## config.mk

```make
export PLATFORM = sky130hd
export DESIGN_NAME = reg_alu_seq
export DESIGN_NICKNAME = d
export VERILOG_FILES = /design/src/rtl/reg_alu_seq.sv
export SDC_FILE = /design/constraint.sdc
export NUM_CORES = 1
export LEC_CHECK = 0
export ABC_AREA = 0
export BUFFER_PORTS_ARGS = -buffer_cell sky130_fd_sc_hd__buf_2
export CORE_MARGIN = 4
export CORE_UTILIZATION = 52
export DETAILED_ROUTE_END_ITERATION = 8
export PLACE_DENSITY = 0.83
export SLEW_MARGIN = 20
export SYNTH_ARGS = -nofsm -noshare
export SYNTH_HDL_FRONTEND = slang
export SYNTH_SLANG_ARGS = --single-unit
```

## constraint.sdc

```tcl
create_clock -name clk -period 5.2 [get_ports clk]
set_input_delay 0.26 -clock clk [delete_from_list [all_inputs] [get_ports clk]]
set_output_delay 0.26 -clock clk [all_outputs]
set_load 0.1 [all_outputs]
```

## src/rtl/reg_alu_seq.sv

```systemverilog
// Instruction sequencer feeding the register-file/ALU datapath: decodes NOP/LOADI/ALU/HALT
// words received over valid/ready and steps the datapath controls through each instruction.
module reg_alu_seq #(
  parameter int CNT_W = 8
) (
  input  logic             clk,
  input  logic             reset,
  input  logic             instr_valid,
  input  logic [15:0]      instr,
  output logic             instr_ready,
  input  logic             cout_in,
  output logic             sel,
  output logic             wr,
  output logic [1:0]       op,
  output logic [2:0]       rd_addr_a,
  output logic [2:0]       rd_addr_b,
  output logic [2:0]       wr_addr,
  output logic [15:0]      d_in,
  output logic             carry_flag,
  output logic             halted,
  output logic [CNT_W-1:0] retired
);

  typedef enum logic [2:0] {
    S_FETCH,
    S_LDATA,
    S_EXEC,
    S_WB_ALU,
    S_WB_LD,
    S_HALT
  } state_t;

  state_t      state, state_nxt;
  logic        xfer;
  logic        retire;
  logic [1:0]  op_q;
  logic [2:0]  rd_q, ra_q, rb_q;
  logic [15:0] imm_q;

  assign instr_ready = ~reset & ((state == S_FETCH) | (state == S_LDATA));
  assign xfer        = instr_valid & instr_ready;

  always_ff @(posedge clk) begin
    if (reset) state <= S_FETCH;
    else       state <= state_nxt;
  end

  always_comb begin
    state_nxt = state;
    sel       = 1'b0;
    wr        = 1'b0;
    op        = 2'b00;
    rd_addr_a = 3'd0;
    rd_addr_b = 3'd0;
    wr_addr   = 3'd0;
    d_in      = 16'h0000;
    halted    = 1'b0;
    case (state)
      S_FETCH: begin
        if (xfer) begin
          case (instr[15:14])
            2'b00:   state_nxt = S_FETCH;
            2'b01:   state_nxt = S_LDATA;
            2'b10:   state_nxt = S_EXEC;
            default: state_nxt = S_HALT;
          endcase
        end
      end
      S_LDATA: begin
        if (xfer) state_nxt = S_WB_LD;
      end
      S_EXEC: begin
        sel       = 1'b1;
        op        = op_q;
        rd_addr_a = ra_q;
        rd_addr_b = rb_q;
        state_nxt = S_WB_ALU;
      end
      S_WB_ALU: begin
        sel       = 1'b1;
        wr        = 1'b1;
        op        = op_q;
        rd_addr_a = ra_q;
        rd_addr_b = rb_q;
        wr_addr   = rd_q;
        state_nxt = S_FETCH;
      end
      S_WB_LD: begin
        wr        = 1'b1;
        wr_addr   = rd_q;
        d_in      = imm_q;
        state_nxt = S_FETCH;
      end
      S_HALT: begin
        halted = 1'b1;
      end
      default: state_nxt = S_FETCH;
    endcase
  end

  // Decoded fields and immediate are plain data: no reset, outputs gate them by state.
  always_ff @(posedge clk) begin
    if (state == S_FETCH && xfer) begin
      op_q <= instr[13:12];
      ra_q <= instr[8:6];
      rb_q <= instr[5:3];
      rd_q <= (instr[15:14] == 2'b01) ? instr[13:11] : instr[11:9];
    end
    if (state == S_LDATA && xfer) imm_q <= instr;
  end

  assign retire = (state == S_WB_LD) | (state == S_WB_ALU) |
                  ((state == S_FETCH) & xfer & (instr[15:14] == 2'b00));

  always_ff @(posedge clk) begin
    if (reset) begin
      retired    <= '0;
      carry_flag <= 1'b0;
    end else begin
      if (retire)             retired    <= retired + CNT_W'(1);
      if (state == S_WB_ALU)  carry_flag <= cout_in;
    end
  end

endmodule

```

Word-level counts from Yosys, hierarchy flattened
Cells that the tools add are included. Widths: inputs -> output; s select.

Register bits after elaboration: 39. Output and inout bits: 40. Logic and storage cells: 47.

Add/sub/neg operators: 1. Equality and inequality tests: 9. Mux-type cells: 13. Bitwise logic cells: 9. Reduce and logical (&&, ||, !) cells: 7.

Operators with widths (number): $mux 3 (6); $mux 16 (1); $pmux 3 s4 (1); $pmux 3 s3 (1); $add 8x1->8 const B (1); $eq 3x2->1 const B (2); $eq 3x3->1 const B (2); $and 1x1->1 (4); $ne 2x2->1 const B (2); $reduce_or 2->1 (2); $eq 3x1->1 const B (1); $logic_not 3->1 (1); $mux 1 (3); $or 1x1->1 (3); $reduce_and 3->1 (1); $eq 2x1->1 const B (1); $eq 2x2->1 const B (1); $logic_and 1x1->1 (2); $logic_not 2->1 (1); $mux 2 (1); $not 1->1 (2).

Longest topological paths before layout
Depth in word-level cells: 7. Depth in mapped cells: 6. Depth with buffers taken out: 4.

Worst setup path before layout
OpenSTA, ideal clock, no wires.

Path kind: input port to output port. Start point: input port reset. End point: output port instr_ready. Data arrival time: 2.671 ns. Slack: 2.269 ns. Stages: 3. Path buffers: 2. Path through: clkbuf_1 clkbuf_1 nor3_1.

Word-level cells in the longest chain between the ends: 2.

Ends and longest elaborated chain: start: declaration (line 7) `input logic reset,`; $not 1->1 (line 40) `assign instr_ready = ~reset & ((state == S_FETCH) | (state == S_LDATA));`; $and 1x1->1 (line 40); end: declaration (line 10) `output logic instr_ready,`.

No other way between the ends.

Worst setup path after layout
Start point: register state[2]. End point: output port wr_addr[2].

Word-level cells in the longest chain between the ends: 3.

Ends and longest elaborated chain: start: declaration (line 33) `state_t state, state_nxt;`; start signal: assignment (line 45) `else state <= state_nxt;`; $eq 3x3->1 / $eq 3x2->1 (equally long branches) (line 58) `case (state)`; $reduce_or 2->1 (no line) *; $mux 3 * (line 58); end: declaration (line 17) `output logic [2:0] wr_addr,`.

Every way passes the cells marked *; elsewhere a longest branch is shown, timed or not.

==> impl_metrics.ini <==
[status]
run_status = completed

[power_and_ir_drop]
pwr_density_cell_nw_per_um2 = 333.3
p_leak_uw = 0.0009276
total_power_uw = 707.3
peakVddDrop_uv = 214.2

[synth]
synth_flop_cell = edfxtp_1
yosys_warnings = 0
avgSynthCellArea_um2 = 12.45
ys_ff_latch = 39
synth_seq_area_share_pct = 61.63
synth_common_cells = and2_1, edfxtp_1, dfxtp_1, nor2_1, a21oi_1
async_flop_share_pct = 0
synth_enable_flop_cells = 27
syn_area_um2 = 1705
netlist.area_leader.share_pct = 47.54
synth_cell_types = 35
netlist_instances = 137
synth_area_leader_cell = edfxtp_1
synth_fp_nets = 158
synth.area.top_cells = edfxtp_1, dfxtp_1, and2_1

[clock_tree]
post_cts_buffers = 0
cts_buffers = 5
cts.repair.resized = 0
postCtsHoldBufs = 0
clkLatencyLatePin_ns = 0.33
clock-sinks = 39
clkTransAtPathRegs_ns = 0.10
cts_tree = yes
cts_root_buf = clkbuf_4
cts.htree.levels = 2
clockBufferDepth = 2

[final_layout]
drive_gt1_share_pct = 39.39
layout.nets = 218
synthToLayoutAreaGrowth_pct = 24.43
multiInputGateArea_um2 = 600.6
final-seq-area_um2 = 1051
antenna_cells = 0
fill_cells = 252

[timing]
fmax_mhz = 400.6
rsz0062_at_grt = no
fin_skew_ns = 0.01176
maxSlewViolCount = 0
period_share_pct = 48.00
timing.final.ws_setup_ns = 2.704
fin_crit_ns = 2.496
setup_violations = 0
slew_headroom_pct = 47.09
tightestPinTransition_ns = 0.7922
setup_tns_ns = 0
hold_viol_final = 0

[worst_setup_path]
r2r_start = state[2]
cpMaxStageDelayCell = nor3b_4
critPathLaunchType = flip-flop
path_max_fanout = 18
slowest_delay_ns = 0.58
arrival_ns = 2.24
r2r_slack_ns = 3.06
cp_data_required_time_ns = 4.94
worstSetupEndpointType = primary output
cpLargestDelayFamily = simple AND/OR/NAND/NOR gates
r2r_end = retired[5]
rr_worst_depth = 4
path_class = reg2out
path_buf_inv = 1
worstPathCellList = nor3b_4 > or2_1 > and2_1 > buf_2

[detailed_routing]
vias = 1226
firstDrtPassIters = 4
wl_mm = 3.433
antenna_left = 0
wl_per_cell_um = 14.19
route.detailed.drc = 0
via_per_inst = 5.066
drt_iter0_drc = 55

[placed_design]
gp_congestion = 0.7561
port_buffers = 59
pre_cts_slack_ns = 3.015

[die]
row_count = 20
core_area_um2 = 3103
ioPinCount = 60
initial_utilization_pct = 54.96
die-width_um = 65.27
die-area_um2 = 4260
die_h_um = 65.27

[global_route]
grt_pass1_vias = 1240
track_usage_pct = 17.96
grt_pass1_wl_mm = 5.775
grt_max_degree = 19
grt-ovfl-total = 0
grt_antenna_before_repair = 0

[worst_hold_path]
hold_path_end = imm_q[0]
min_from = instr[0]
hp-class = in2reg
min_path_cells = 1

[flow_run]
maxCapViolCount = 0
==> worst max-delay path by stage <==
| stage | startpoint | to | slack (ns) | cells after the start |
|---|---|---|---|---|
| final | state[2] | wr_addr[2] | 2.70 | 4 |
| after floorplan | reset | instr_ready | 2.27 | 3 |
| after global routing | state[2] | wr_addr[2] | 2.52 | 4 |
| after detailed placement | state[2] | retired[5] | 3.02 | 4 |
| after CTS | state[2] | wr_addr[0] | 2.68 | 4 |
| after global placement | state[0] | imm_q[5] | 3.16 | 2 |
==> registers in the layout, indices dropped and copies added (netlist names) <==
| name | flops |
|---|---|
| carry_flag | 1 |
| rb_q | 3 |
| retired | 8 |
| imm_q | 16 |
| op_q | 2 |
| rd_q | 3 |
| state | 3 |
| ra_q | 3 |
==> cell usage in the layout, fill, tap and decap left out, types with 5 or more instances in the layout <==
| cell | Yosys | routed |
|---|---|---|
| and2_1 | 27 | 27 |
| buf_2 | 0 | 59 |
| nand2_1 | 5 | 5 |
| nor2_1 | 9 | 8 |
| dfxtp_1 | 12 | 12 |
| a21oi_1 | 6 | 6 |
| clkbuf_4 | 0 | 5 |
| edfxtp_1 | 27 | 27 |
==> metal layers <==
metal / global-route usage (%) / wire, µm
met4: 5.440 / 44
met3: 6.667 / 314
met1: 20.38 / 1377
met5: 0 / 0
met2: 31.35 / 1696
==> cells by family (layout without fill, tap and decap cells) <==
kind of cell / Yosys count / after routing / synth area share (%)
DFF: 39 / 39 / 61.63
muxes: 7 / 7 / 4.475
and+or+nand+nor: 65 / 65 / 24.21
buffers and inverters: 10 / 71 / 3.301
AOI/OAI and AO/OA: 14 / 14 / 5.135
adders and majority gates: 1 / 1 / 0.7336
xor gates and xnor gates: 1 / 1 / 0.5137
==> stage by stage <==
stage / cells / hold WS [ns] / instance area [µm²] / utilization, %
2_1_floorplan: 137 / 0.3589 / 1705 / -
3_3_place_gp: 234 / 0.4386 / 2018 / 65.04
3_5_place_dp: 234 / 0.4393 / 2021 / 65.12
4_1_cts: 242 / 0.08834 / 2122 / 68.39
5_1_grt: 242 / 0.06657 / 2122 / 68.39
6_report: 242 / 0.1061 / 2122 / 68.39
==> final cells by class <==
| type | instances | area share (%) |
|---|---|---|
| repair buffers | 60 | 14.27 |
| clock inverters | 2 | 2.830 |
| well taps | 44 | 2.594 |
| multi-input cells | 88 | 28.30 |
| inverters | 3 | 0.5307 |
| flip-flops and latches | 39 | 49.53 |
| clock buffers | 6 | 1.946 |
==> power breakdown <==
part / switching (µW) / internal [µW]
Sequential: 6.92 / 342
Combinational: 92.0 / 24.0
Clock: 92.2 / 150
Power figures use the tool's default switching activity.
